**src/rtl/hh_neuron_array.sv**
```systemverilog
// hh_neuron_array
//   Time-multiplexed array of N_CH leaky integrate-and-fire neurons. Each
//   step request starts one sweep that updates channels 0..N_CH-1, one per
//   clock. A channel leaks v >> LEAK_SHIFT, adds its input current and
//   saturates at 2^W-1. Reaching THRESH fires a spike, zeroes the membrane
//   and holds it at zero for REFRAC following steps.
//
// Ports
//   clk          clock, all state changes on the rising edge
//   rst          synchronous active-high reset; aborts a sweep in progress
//   cur_wr_en    write strobe for a channel's input current register
//   cur_wr_addr  channel index for the current write (out-of-range ignored)
//   cur_wr_data  input current value
//   step         start a sweep (honoured only while idle)
//   busy         high from the first sweep cycle through the done cycle
//   done         one-cycle pulse at sweep completion
//   spike        per-channel spike flags of the last completed sweep
//   spike_count  saturating count of all spikes since reset
//   rd_addr      membrane readout channel select
//   rd_vmem      membrane potential of channel rd_addr, one cycle later
module hh_neuron_array #(
  parameter int N_CH       = 4,
  parameter int W          = 12,
  parameter int LEAK_SHIFT = 3,
  parameter int THRESH     = 1024,
  parameter int REFRAC     = 2
) (
  input  logic                    clk,
  input  logic                    rst,
  input  logic                    cur_wr_en,
  input  logic [$clog2(N_CH)-1:0] cur_wr_addr,
  input  logic [W-1:0]            cur_wr_data,
  input  logic                    step,
  output logic                    busy,
  output logic                    done,
  output logic [N_CH-1:0]         spike,
  output logic [15:0]             spike_count,
  input  logic [$clog2(N_CH)-1:0] rd_addr,
  output logic [W-1:0]            rd_vmem
);

  localparam int AW    = $clog2(N_CH);
  localparam int DEPTH = 1 << AW;
  localparam logic [W-1:0]  THRESH_W = W'(THRESH);
  localparam logic [3:0]    REFRAC_W = 4'(REFRAC);
  localparam logic [AW-1:0] LAST_CH  = AW'(N_CH - 1);

  typedef enum logic [1:0] {IDLE, SWEEP, DONE} state_t;

  state_t            state_reg;
  logic [AW-1:0]     ch_idx_reg;
  logic [N_CH-1:0]   shadow_reg;
  logic [N_CH-1:0]   fire;          // spike of the channel processed this cycle
  logic [N_CH-1:0]   spike_next;
  logic [4:0]        pop;
  logic [16:0]       count_sum;
  logic [W-1:0]      v_rd [DEPTH];  // padded to a power of two for readout

  genvar gi;
  generate
    for (gi = 0; gi < N_CH; gi++) begin : g_ch
      logic [W-1:0] v_reg;
      logic [W-1:0] i_reg;
      logic [3:0]   refrac_reg;
      logic [W:0]   sum;
      logic [W-1:0] v_next;
      logic         sel;
      logic         wr_hit;

      assign sel    = (state_reg == SWEEP) && (ch_idx_reg == AW'(gi));
      // Only existing channels decode, so addresses >= N_CH hit nothing.
      assign wr_hit = cur_wr_en && (cur_wr_addr == AW'(gi));

      // Leak never underflows, so only the current addition can overflow.
      always_comb begin
        sum    = {1'b0, v_reg - (v_reg >> LEAK_SHIFT)} + {1'b0, i_reg};
        v_next = sum[W] ? {W{1'b1}} : sum[W-1:0];
      end

      assign fire[gi] = sel && (refrac_reg == 4'd0) && (v_next >= THRESH_W);

      // The update reads i_reg before a same-cycle write lands.
      always_ff @(posedge clk) begin
        if (rst) begin
          v_reg      <= '0;
          i_reg      <= '0;
          refrac_reg <= '0;
        end else begin
          if (wr_hit) begin
            i_reg <= cur_wr_data;
          end
          if (sel) begin
            if (refrac_reg != 4'd0) begin
              v_reg      <= '0;
              refrac_reg <= refrac_reg - 4'd1;
            end else if (v_next >= THRESH_W) begin
              v_reg      <= '0;
              refrac_reg <= REFRAC_W;
            end else begin
              v_reg <= v_next;
            end
          end
        end
      end
    end

    for (gi = 0; gi < DEPTH; gi++) begin : g_rd
      if (gi < N_CH) begin : g_live
        assign v_rd[gi] = g_ch[gi].v_reg;
      end else begin : g_pad
        assign v_rd[gi] = '0;
      end
    end
  endgenerate

  // Final flags include the last channel, processed in the same cycle.
  assign spike_next = shadow_reg | fire;

  always_comb begin
    pop = '0;
    for (int k = 0; k < N_CH; k++) begin
      pop = pop + 5'(spike_next[k]);
    end
    count_sum = {1'b0, spike_count} + 17'(pop);
  end

  always_ff @(posedge clk) begin
    if (rst) begin
      state_reg   <= IDLE;
      ch_idx_reg  <= '0;
      shadow_reg  <= '0;
      spike       <= '0;
      spike_count <= '0;
      busy        <= 1'b0;
      done        <= 1'b0;
      rd_vmem     <= '0;
    end else begin
      rd_vmem <= v_rd[rd_addr];
      done    <= 1'b0;
      case (state_reg)
        IDLE: begin
          if (step) begin
            state_reg  <= SWEEP;
            busy       <= 1'b1;
            ch_idx_reg <= '0;
            shadow_reg <= '0;
          end
        end
        SWEEP: begin
          shadow_reg <= spike_next;
          if (ch_idx_reg == LAST_CH) begin
            state_reg   <= DONE;
            done        <= 1'b1;
            spike       <= spike_next;
            spike_count <= count_sum[16] ? 16'hFFFF : count_sum[15:0];
          end else begin
            ch_idx_reg <= ch_idx_reg + AW'(1);
          end
        end
        DONE: begin
          state_reg <= IDLE;
          busy      <= 1'b0;
        end
        default: begin
          state_reg <= IDLE;
          busy      <= 1'b0;
        end
      endcase
    end
  end

endmodule

```
**config.mk**
```make
export PLATFORM = sky130hd
export DESIGN_NAME = hh_neuron_array
export DESIGN_NICKNAME = d
export VERILOG_FILES = /design/src/rtl/hh_neuron_array.sv
export SDC_FILE = /design/constraint.sdc
export NUM_CORES = 1
export LEC_CHECK = 0
export ABC_AREA = 0
export BUFFER_PORTS_ARGS = -buffer_cell sky130_fd_sc_hd__buf_2
export CORE_UTILIZATION = 40
export CTS_CLUSTER_SIZE = 14
export DETAILED_ROUTE_END_ITERATION = 7
export GPL_TIMING_DRIVEN = 0
export PLACE_DENSITY = 0.62
export SLEW_MARGIN = 20
export SYNTH_ARGS = -nofsm -noshare
export SYNTH_HDL_FRONTEND = slang
export SYNTH_SLANG_ARGS = --single-unit
```
**constraint.sdc**
```tcl
create_clock -name clk -period 8.3 [get_ports clk]
set_clock_uncertainty 0.2 [all_clocks]
set_input_delay 1.66 -clock clk [delete_from_list [all_inputs] [get_ports clk]]
set_output_delay 1.66 -clock clk [all_outputs]
set_load 0.01 [all_outputs]
```
==> insert_results.sql, run 1 <==
INSERT INTO impl_metrics (metric_group, metric, value, unit) VALUES
('status', 'status', 'complete, no violations', ''),
('clock_network', 'clock_latency', '0.43', 'ns'),
('power', 'post-layout-total-power', '0.00267', 'W'),
('sta', 'max_slew.worst_pin.slew', '0.969', 'ns'),
('hold_path', 'timing.hold.worst_path_depth', '2', ''),
('floorplanning', 'placement_rows', '57', ''),
('synthesis', 'post_synth_top_flop', 'dfxtp_1', ''),
('detailed_routing', 'average_wire_length_per_cell_after_detail_routing', '16.0', 'um'),
('synthesis', 'synth.yosys.warnings', '0', ''),
('setup_path', 'setup.worst_path.class', 'reg -> reg', ''),
('clock_network', 'cts_repair_resize_count', '0', ''),
('detailed_routing', 'm1WireLength', '12400', 'um'),
('sta', 'setup-violations-final', '0', ''),
('power', 'switch_share', '37.7', '%'),
('sta', 'grt_setup_unrepaired', 'false', ''),
('sta', 'setup-tns-final', '0', 'ns'),
('synthesis', 'synth_area_leaders', 'dfxtp_1, ha_1, a21oi_1', ''),
('power', 'cell_internal_pwr', '0.00166', 'W'),
('synthesis', 'syn_area_per_cell', '8.31', 'um^2'),
('setup_path', 'critical-path-top-cell-by-count', 'fa_1', ''),
('sta', 'finalHoldViolations', '0', ''),
('sta', 'worst_slew_margin_rel', '35.2', '%'),
('setup_path', 'critical_path.max_fanout', '7', ''),
('synthesis', 'netlist_area', '9950', 'um^2'),
('power', 'switchingPower', '0.00101', 'W'),
('hold_path', 'worst_hold_startpoint', 'g_ch[1].i_reg[2]', ''),
('placement', 'place.port_buffers', '53', ''),
('placement', 'place.detailed.instances', '1574', ''),
('synthesis', 'ys_ff_latch', '154', ''),
('sta', 'fin_crit', '6.97', 'ns'),
('setup_path', 'delay_of_the_slowest_cell_on_the_worst_path', '0.51', 'ns'),
('setup_path', 'reg_to_reg_startpoint', 'g_ch[0].v_reg[3]', ''),
('detailed_routing', 'drt-vias-per-instance', '5.31', ''),
('clock_network', 'tritoncts_num_sinks', '154', ''),
('synthesis', 'synth_commonest_cells', 'dfxtp_1, nand2_1, nor2_1', ''),
('floorplanning', 'fp.coreArea', '24400', 'um^2'),
('synthesis', 'synth_edf_count', '0', ''),
('global_route', 'groute.usage.overall', '21.0', '%'),
('synthesis', 'ys_types', '67', ''),
('final_layout', 'design.final.nets', '1393', ''),
('global_route', 'grt_antenna_before_repair', '3', ''),
('clock_network', 'cts_inserted_buffers', '17', ''),
('setup_path', 'ff2ff_path_depth', '29', ''),
('power', 'sequentialPowerShare', '29.4', '%'),
('sta', 'min_period_over_period', '84.0', '%'),
('final_layout', 'drive_gt1_share', '9.20', '%'),
('clock_network', 'cts_max_level', '4', ''),
('power', 'pwr-share-comb', '43.1', '%'),
('sta', 'finalMaxSlewViolations', '0', ''),
('hold_path', 'holdCritPathClass', 'reg -> reg', ''),
('placement', 'gp_congestion', '0.863', ''),
('synthesis', 'number_of_instances_in_the_synthesized_netlist', '1197', ''),
('power', 'static-leakage-power', '4.77', 'nW'),
('power', 'power-per-cell-area', '239', 'nW/um^2'),
('setup_path', 'worst_setup_path_end_kind', 'flip-flop', ''),
('detailed_routing', 'number_of_design_rule_violations_left_after_detail_routing', '0', ''),
('detailed_routing', 'routed-via-count', '8541', ''),
('floorplanning', 'floorplan.initialDensity', '40.8', '%'),
('setup_path', 'worst_ep_arrival_time', '7.10', 'ns'),
('clock_network', 'cts_setup_buffers', '0', ''),
('placement', 'dp.final_hpwl', '20200', 'um'),
('power', 'clockPowerShare', '27.5', '%'),
('detailed_routing', 'detail_route.iter0.violations', '519', ''),
('setup_path', 'reg_to_reg_endpoint', 'spike_count[12]', ''),
('final_layout', 'post_layout_nonfiller_instances', '1608', ''),
('floorplanning', 'die_height', '160', 'um'),
('flow_run', 'cap_viol_max_count', '0', ''),
('setup_path', 'worstPathRequired', '8.43', 'ns'),
('clock_network', 'worst_setup_hold_path_clk_slew', '0.07', 'ns'),
('final_layout', 'area.growth.synth_to_final', '12.3', '%'),
('floorplanning', 'design.die.area', '25500', 'um^2');
[cell usage in the layout, fill, tap and decap left out, types with 5 or more instances in the layout]
cell type / Yosys / routed
xnor2_1: 41 / 41
nand2b_1: 7 / 7
clkbuf_16: 0 / 17
nand2_1: 136 / 136
xor2_1: 21 / 21
a31oi_1: 6 / 6
buf_2: 0 / 53
mux4_2: 12 / 12
or2_2: 7 / 7
nor2_1: 120 / 120
a21o_1: 27 / 27
a211oi_1: 12 / 12
nor3_1: 38 / 38
a21boi_0: 5 / 5
o21bai_1: 8 / 8
dfxtp_1: 154 / 154
clkbuf_1: 30 / 32
o21ai_0: 65 / 65
nor3b_1: 6 / 5
inv_1: 90 / 90
or4_1: 5 / 5
and3_1: 5 / 5
nor2b_1: 11 / 11
clkinv_2: 0 / 6
nor4_1: 6 / 6
fa_1: 11 / 11
a21oi_1: 103 / 103
o21a_1: 14 / 14
and2_1: 20 / 20
mux2i_1: 33 / 33
ha_1: 93 / 93
nand3_1: 20 / 20
a22o_1: 21 / 21
[layer usage]
metal / vias up / global-route usage [%]
met5: - / 0
met4: 2 / 7.60
met3: 32 / 4.44
met2: 172 / 33.3
met1: 3964 / 27.9
li1: 4371 / -
[worst max-delay path, delay by kind of cell (launching register included)]
kind            cells  cell delay (ns)
simple gates        8             1.57
compound gates     11             2.17
fa+ha+maj           6             1.99
flops               1             0.39
xor+xnor            1             0.15
buf+inv             3             0.42
[logic make-up after synthesis]
logic type	Yosys count	share of synthesized area, %
and+or+nand+nor	403	18.8
xor gates and xnor gates	62	5.46
adders and majority gates	104	13.9
muxes	46	6.15
DFF	154	31.0
buffers and inverters	124	4.68
AOI/OAI and AO/OA	304	20.0
[stage by stage]
| stage | hold WS (ns) | util [%] | setup slack, ns | instance area [um^2] |
|---|---|---|---|---|
| after floorplan | 0.241 | - | 2.26 | 9950 |
| after global placement | 0.251 | 43.6 | 1.51 | 10600 |
| after detailed placement | 0.256 | 43.6 | 1.42 | 10600 |
| after CTS | 0.267 | 45.8 | 1.34 | 11200 |
| after global routing | 0.279 | 45.8 | 0.872 | 11200 |
| final | 0.266 | 45.8 | 1.33 | 11200 |
[power by group through the flow]
stage	clock, W	sequential [W]	combinational [W]
global route	0.000784	0.000789	0.00127
finish	0.000734	0.000786	0.00115
floorplan	0	0.000796	0.000909
global placement	0	0.000802	0.00113
CTS	0.000751	0.000786	0.00116
detailed placement	0	0.000802	0.00115
[worst max-delay path by stage]
stage | start | end | cells past startpoint
6_report | g_ch[0].v_reg[3] | spike_count[12] | 29
5_1_grt | g_ch[0].v_reg[3] | spike_count[14] | 29
4_1_cts | g_ch[0].v_reg[3] | spike_count[12] | 29
3_5_place_dp | g_ch[0].v_reg[3] | spike_count[12] | 29
3_3_place_gp | g_ch[0].v_reg[3] | spike_count[12] | 29
2_1_floorplan | g_ch[0].v_reg[3] | spike_count[12] | 29
[layout make-up]
type                    instances  area (um^2)
inverters                      90          338
plain buffers                  34          128
diodes                          2         5.00
clock buffers                  20          447
flip-flops and latches        154         3080
multi-input cells             919         6410
well taps                     324          405
clock inverters                12          101
fillers                      2446        13200
repair buffers                 53          265
Power figures use the tool's default switching activity.
==> run 2: changes to the inputs <==
Clock period 8.3 ns to 7.1 ns, I/O delays scaled along.
==> run 2 against run 1 <==
Sequential power up 17%. Clock-buffer cell count unchanged. Wire length up 0.27%. Cell count unchanged. Clock power up 17%. Largest cell class unchanged.
==> insert_results.sql, run 2 (synthesis gave the netlist of run 1 again) <==
INSERT INTO impl_metrics (metric_group, metric, value, unit) VALUES
('floorplanning', 'placement_rows', '57', ''),
('clock_network', 'cts_hold_repair.buffers', '0', ''),
('placement', 'place.port_buffers', '53', ''),
('final_layout', 'fill_cells', '2450', ''),
('sta', 'finalHoldViolations', '0', ''),
('floorplanning', 'floorplan.io_pins', '54', ''),
('sta', 'fin_crit', '6.67', 'ns'),
('placement', 'place.detailed.instances', '1574', ''),
('global_route', 'vias_in_the_first_global_route', '7914', ''),
('placement', 'dpl-instance-area', '10600', 'um^2'),
('global_route', 'groute.usage.overall', '21.0', '%'),
('global_route', 'grt_first_pass_wirelength', '42000', 'um'),
('placement', 'gp_congestion', '0.863', ''),
('detailed_routing', '1st_pass_router_iterations', '5', ''),
('setup_path', 'setup.worst_path.class', 'reg -> reg', ''),
('detailed_routing', 'average_wire_length_per_cell_after_detail_routing', '16.1', 'um'),
('floorplanning', 'die_w', '160', 'um'),
('sta', 'min_period_over_period', '93.9', '%'),
('detailed_routing', 'number_of_design_rule_violations_left_after_detail_routing', '0', ''),
('clock_network', 'cts_max_level', '4', ''),
('power', 'max_vdd_drop', '0.187', 'mV'),
('detailed_routing', 'drt_wl_total', '25800', 'um'),
('global_route', 'grt_max_degree', '17', ''),
('floorplanning', 'floorplan.initialDensity', '40.8', '%'),
('detailed_routing', 'detail_route.iter0.violations', '525', ''),
('detailed_routing', 'routed-via-count', '8565', ''),
('clock_network', 'worst_setup_hold_path_clk_slew', '0.07', 'ns'),
('setup_path', 'worstPathRequired', '7.23', 'ns'),
('sta', 'timing.fmax', '150', 'MHz'),
('setup_path', 'critical-path-top-cell-by-count', 'fa_1', ''),
('status', 'status', 'complete, no violations', ''),
('detailed_routing', 'detail-route-antenna-nets', '0', ''),
('clock_network', 'tritoncts_clock_tree', 'built', ''),
('floorplanning', 'die_height', '160', 'um'),
('clock_network', 'cts_inserted_buffers', '17', ''),
('setup_path', 'delay_of_the_slowest_cell_on_the_worst_path', '0.48', 'ns'),
('final_layout', 'area.growth.synth_to_final', '12.6', '%'),
('power', 'static-leakage-power', '4.78', 'nW'),
('placement', 'placement.setup.worst_slack', '0.222', 'ns'),
('flow_run', 'cap_viol_max_count', '0', ''),
('clock_network', 'tritoncts_num_sinks', '154', ''),
('sta', 'setup-violations-final', '0', ''),
('setup_path', 'cp.buffers_inverters', '3', ''),
('final_layout', 'layout.cells.most_common_list', 'dfxtp_1, nand2_1, nor2_1, a21oi_1, ha_1', ''),
('hold_path', 'holdCritPathClass', 'reg -> reg', ''),
('setup_path', 'timing.critical_path.slowest_stage_cell', 'fa_1', ''),
('global_route', 'grt_antenna_before_repair', '3', ''),
('floorplanning', 'design.die.area', '25500', 'um^2'),
('setup_path', 'worst_ep_arrival_time', '6.80', 'ns'),
('clock_network', 'clock_latency', '0.43', 'ns'),
('power', 'post-layout-total-power', '0.00313', 'W'),
('final_layout', 'drive_gt1_share', '9.66', '%'),
('final_layout', 'finished_layout_cell_area', '11200', 'um^2'),
('setup_path', 'cpLargestDelayFamily', 'compound AO/OA/AOI/OAI gates', ''),
('final_layout', 'post_layout_nonfiller_instances', '1608', ''),
('sta', 'post-route-worst-setup-slack', '0.430', 'ns'),
('clock_network', 'clock_tree.buffer_depth', '2', ''),
('sta', 'worst_slew_margin_rel', '35.1', '%'),
('floorplanning', 'fp.coreArea', '24400', 'um^2'),
('clock_network', 'clockRootBuffer', 'clkbuf_16', ''),
('setup_path', 'worst_setup_path_end_kind', 'flip-flop', ''),
('sta', 'max_slew.worst_pin.slew', '0.970', 'ns'),
('final_layout', 'layout_commonest_cell', 'dfxtp_1', ''),
('detailed_routing', 'drt-vias-per-instance', '5.33', ''),
('global_route', 'grt.overflow.total', '0', ''),
('power', 'power-per-cell-area', '279', 'nW/um^2'),
('sta', 'finalMaxSlewViolations', '0', ''),
('final_layout', 'design.final.nets', '1394', ''),
('setup_path', 'critical_path.max_fanout', '7', ''),
('placement', 'dp.final_hpwl', '20200', 'um'),
('setup_path', 'start_kind', 'flip-flop', '');
run 2: cell count changes in the layout (fill, tap and decap cells not counted), sizes merged:
| cell | change |
|---|---|
| diode | -1 |
| buf | +1 |
run 2: what timing repair did:
item | CTS | global route
gates resized for setup | 0 | 6
endpoints found under the setup margin | 0 | 12
setup buffers | 0 | 1
run 2: worst paths after layout:
check | from | endpoint | slack, ns | depth (start not counted)
setup reg to reg | g_ch[0].v_reg[3] | spike_count[12] | 0.43 | 29
hold reg to reg | g_ch[1].i_reg[2] | g_ch[1].i_reg[2] | 0.27 | 2
setup / recovery | g_ch[0].v_reg[3] | spike_count[12] | 0.43 | 29
hold / removal | g_ch[1].i_reg[2] | g_ch[1].i_reg[2] | 0.27 | 2
run 2: stage by stage:
| stage | util (%) | TNS [ns] | hold slack (ns) |
|---|---|---|---|
| final | 45.9 | 0 | 0.266 |
| after global routing | 45.9 | -0.0316 | 0.279 |
| after detailed placement | 43.6 | 0 | 0.256 |
| after global placement | 43.6 | 0 | 0.251 |
| after floorplan | - | 0 | 0.241 |
| after CTS | 45.8 | 0 | 0.267 |
run 2: worst reg2reg max path: cells and delay by family (launching register included):
family          cells  cell delay, ns
compound gates     11            2.08
fa+ha+maj           6            1.97
simple gates        8            1.39
buf+inv             3            0.42
flops               1            0.39
xor+xnor            1            0.15
run 2: final cells by class:
class / instances / area, um^2 / area share [%]
antenna: 1 / 2.50 / 0.0223
buffer: 34 / 128 / 1.14
clock buffer: 20 / 447 / 3.99
clock inverter: 12 / 101 / 0.904
inverter: 90 / 338 / 3.01
multi-input combinational: 919 / 6430 / 57.4
sequential: 154 / 3080 / 27.5
tap: 324 / 405 / 3.62
timing repair buffer: 54 / 273 / 2.43
run 2: metal layers:
metal / GRT usage, % / share of wire [%]
met4: 7.60 / 2.5
met1: 27.9 / 48
met2: 33.3 / 45
met3: 4.44 / 4.7
met5: 0 / 0.031
run 2: where the power goes:
group          switching (W)  internal, W
Combinational       0.000789     0.000565
Sequential         0.0000256     0.000893
Clock               0.000370     0.000489
==> run 3: changes to the inputs <==
Settings changed: ABC_AREA 0 to 1.
==> run 3 against run 2 <==
The run now ends with DRC left. Sequential power rose by 3.8%. Synthesized area rose by 8.4%. Synthesized cell count increased by 35%. Clock-buffer cell count shrank 1. Hold slack lost 0.011 ns. Critical endpoint is now spike_count[13]. Largest cell class unchanged. Worst setup slack improved by 0.63 ns. Flip-flop and latch count stayed put. Via count up 20%. Clock power up 12%. Critical path depth fell by 1. First-iteration DRC count is 34% higher.
==> insert_results.sql, run 3 <==
INSERT INTO impl_metrics (metric_group, metric, value, unit) VALUES
('sta', 'min_period_over_period', '85.1', '%'),
('final_layout', 'layout_commonest_cell', 'nand2_1', ''),
('power', 'max_vdd_drop', '0.210', 'mV'),
('clock_network', 'clock_latency', '0.44', 'ns'),
('synthesis', 'library_cell_with_the_highest_instance_count_after_synthesis', 'nand2_1', ''),
('synthesis', 'ys_ff_latch', '154', ''),
('detailed_routing', 'detail-route-antenna-nets', '0', ''),
('synthesis', 'synth_seq_area_share', '28.6', '%'),
('floorplanning', 'die_w', '166', 'um'),
('detailed_routing', 'drt_wl_total', '30900', 'um'),
('global_route', 'grt.overflow.total', '0', ''),
('sta', 'grt_setup_unrepaired', 'false', ''),
('hold_path', 'holdCritPathClass', 'reg -> reg', ''),
('detailed_routing', 'number_of_design_rule_violations_left_after_detail_routing', '2', ''),
('sta', 'worst_slew_margin_rel', '37.4', '%'),
('detailed_routing', 'routed-via-count', '10300', ''),
('setup_path', 'worst_ep_arrival_time', '6.19', 'ns'),
('global_route', 'grt_antenna_before_repair', '1', ''),
('placement', 'dpl-instance-area', '11500', 'um^2'),
('global_route', 'vias_in_the_first_global_route', '9476', ''),
('synthesis', 'async_reset_ff_share', '0', '%'),
('synthesis', 'synth_edf_count', '0', ''),
('synthesis', 'synth.yosys.warnings', '0', ''),
('floorplanning', 'placement_rows', '59', ''),
('clock_network', 'cts_max_level', '4', ''),
('power', 'static-leakage-power', '5.91', 'nW'),
('synthesis', 'ys_types', '42', ''),
('floorplanning', 'die_height', '166', 'um'),
('floorplanning', 'design.die.area', '27600', 'um^2'),
('detailed_routing', 'average_wire_length_per_cell_after_detail_routing', '15.2', 'um'),
('global_route', 'groute.usage.overall', '22.8', '%'),
('power', 'switch_share', '44.6', '%'),
('hold_path', 'timing.hold.worst_path_depth', '2', ''),
('final_layout', 'design.final.nets', '1805', ''),
('power', 'power-per-cell-area', '318', 'nW/um^2'),
('synthesis', 'syn_area_per_cell', '6.70', 'um^2'),
('clock_network', 'clock_tree.buffer_depth', '2', ''),
('global_route', 'grt_first_pass_wirelength', '49600', 'um'),
('power', 'sequentialPowerShare', '24.8', '%'),
('detailed_routing', 'drt-vias-per-instance', '5.08', ''),
('setup_path', 'ff2ff_path_depth', '28', ''),
('status', 'violations', 'DRC', ''),
('flow_run', 'cap_viol_max_count', '0', ''),
('setup_path', 'critical-path-top-cell-by-count', 'nand2_1', ''),
('synthesis', 'number_of_instances_in_the_synthesized_netlist', '1610', ''),
('setup_path', 'delay_of_the_slowest_cell_on_the_worst_path', '0.50', 'ns'),
('clock_network', 'clockRootBuffer', 'clkbuf_16', ''),
('sta', 'timing.fmax', '166', 'MHz'),
('clock_network', 'cts_setup_buffers', '0', ''),
('final_layout', 'area.growth.synth_to_final', '12.0', '%'),
('synthesis', 'synth_area_leaders', 'dfxtp_1, nand2_1, ha_1', ''),
('power', 'clockPowerShare', '25.1', '%'),
('synthesis', 'synth_commonest_cells', 'nand2_1, inv_1, a21oi_1', ''),
('placement', 'gp_congestion', '0.906', ''),
('floorplanning', 'fp.coreArea', '26300', 'um^2'),
('final_layout', 'fill_cells', '2779', ''),
('final_layout', 'layout.cells.most_common_list', 'nand2_1, inv_1, a21oi_1, nor2_1, dfxtp_1', ''),
('setup_path', 'start_kind', 'flip-flop', ''),
('final_layout', 'finished_layout_cell_area', '12100', 'um^2'),
('floorplanning', 'floorplan.io_pins', '54', ''),
('global_route', 'grt_max_degree', '17', ''),
('synthesis', 'yosys.area.top_type_share', '28.6', '%'),
('clock_network', 'cts_repair_resize_count', '0', ''),
('clock_network', 'cts_hold_repair.buffers', '0', ''),
('placement', 'dp.final_hpwl', '24800', 'um'),
('power', 'switchingPower', '0.00171', 'W'),
('sta', 'setup-violations-final', '0', ''),
('synthesis', 'netlist_area', '10800', 'um^2'),
('synthesis', 'netlist.top_cell.by_area', 'dfxtp_1', ''),
('power', 'pwr-share-comb', '50.1', '%'),
('synthesis', 'post_synth_top_flop', 'dfxtp_1', ''),
('floorplanning', 'floorplan.initialDensity', '41.0', '%'),
('final_layout', 'drive_gt1_share', '7.26', '%'),
('detailed_routing', 'detail_route.iter0.violations', '704', ''),
('detailed_routing', '1st_pass_router_iterations', '7', ''),
('sta', 'setup-tns-final', '0', 'ns'),
('clock_network', 'worst_setup_hold_path_clk_slew', '0.07', 'ns'),
('clock_network', 'tritoncts_clock_tree', 'built', ''),
('setup_path', 'worstPathRequired', '7.25', 'ns'),
('sta', 'finalMaxSlewViolations', '0', ''),
('sta', 'fin_crit', '6.04', 'ns'),
('setup_path', 'setup.worst_path.class', 'reg -> reg', ''),
('placement', 'place.port_buffers', '52', ''),
('setup_path', 'critical_path.max_fanout', '8', ''),
('clock_network', 'tritoncts_num_sinks', '154', ''),
('power', 'cell_internal_pwr', '0.00213', 'W'),
('sta', 'max_slew.worst_pin.slew', '0.939', 'ns'),
('setup_path', 'worst_setup_path_end_kind', 'flip-flop', ''),
('clock_network', 'cts_inserted_buffers', '17', ''),
('synthesis', 'syn-num-nets', '1734', ''),
('status', 'status', 'complete, but fails checks', ''),
('final_layout', 'postLayoutCoreUtil', '46.0', '%'),
('setup_path', 'r2r_slack', '1.06', 'ns'),
('sta', 'finalHoldViolations', '0', ''),
('setup_path', 'timing.critical_path.slowest_stage_cell', 'fa_1', '');
run 3: cell types whose count changed after synthesis, sizes merged, moves of 22 or more:
| cell | change |
|---|---|
| a21o | -24 |
| a21oi | +73 |
| inv | +151 |
| mux2i | -33 |
| nand2 | +197 |
| nand3 | +91 |
| nor2 | +51 |
| nor3 | -22 |
| o21ai | +35 |
| xnor2 | -26 |
| xor2 | +30 |
run 3: per-layer routing:
metal | up-vias | share of wire, % | global-route usage (%)
met1 | 4702 | 48 | 30.3
met4 | 0 | 2.9 | 8.90
li1 | 5357 | - | -
met2 | 209 | 46 | 37.6
met5 | - | 0 | 0
met3 | 43 | 3.5 | 2.69
run 3: kinds of logic (layout without fill, tap and decap cells):
group / count (synthesis) / after routing / share of synthesized area [%]
buffers and inverters: 288 / 372 / 10.3
adder cells (fa/ha/maj): 104 / 104 / 12.8
AO/OA/AOI/OAI: 314 / 314 / 15.5
flip-flops: 154 / 154 / 28.6
AND/OR/NAND/NOR: 684 / 684 / 27.5
XOR/XNOR: 66 / 66 / 5.36
other: 0 / 1 / 0
run 3: critical path, delay by kind of cell (launching register included):
| family | cells | cell delay, ns |
|---|---|---|
| buffers and inverters | 4 | 0.39 |
| adder cells (fa/ha/maj) | 5 | 1.78 |
| AO/OA/AOI/OAI | 6 | 1.34 |
| flip-flops | 1 | 0.36 |
| AND/OR/NAND/NOR | 12 | 1.65 |
| XOR/XNOR | 1 | 0.22 |
run 3: cell type report:
cell class / count / area (um^2) / share of cell area, %
Antenna cell: 1 / 2.50 / 0.0207
Buffer: 47 / 206 / 1.71
Clock buffer: 19 / 433 / 3.58
Clock inverter: 13 / 179 / 1.48
Inverter: 241 / 905 / 7.49
Multi-Input combinational cell: 1168 / 6590 / 54.6
Sequential cell: 154 / 3080 / 25.5
Tap cell: 335 / 419 / 3.47
Timing Repair Buffer: 52 / 260 / 2.15
run 3: per-stage QoR:
stage	std cells	hold WS [ns]	setup slack (ns)	total power (W)
after floorplan	1610	0.228	2.09	0.00238
final	2030	0.255	1.06	0.00385
after global routing	2030	0.269	0.469	0.00416
after detailed placement	1997	0.246	1.09	0.00292
after CTS	2029	0.257	1.05	0.00389
after global placement	1997	0.245	1.11	0.00291
run 3: power groups by stage:
| stage | clock (W) | sequential, W | combinational, W |
|---|---|---|---|
| 2_1_floorplan | 0 | 0.000956 | 0.00143 |
| 6_report | 0.000966 | 0.000954 | 0.00193 |
| 4_1_cts | 0.000979 | 0.000954 | 0.00196 |
| 5_1_grt | 0.00102 | 0.000958 | 0.00218 |
| 3_5_place_dp | 0 | 0.000973 | 0.00195 |
| 3_3_place_gp | 0 | 0.000972 | 0.00193 |
run 3: final timing paths:
kind	startpoint	endpoint
hold / removal	g_ch[2].v_reg[11]	g_ch[2].v_reg[11]
setup / recovery	g_ch[2].v_reg[5]	spike_count[13]
setup reg to reg	g_ch[2].v_reg[5]	spike_count[13]
hold reg to reg	g_ch[2].v_reg[11]	g_ch[2].v_reg[11]
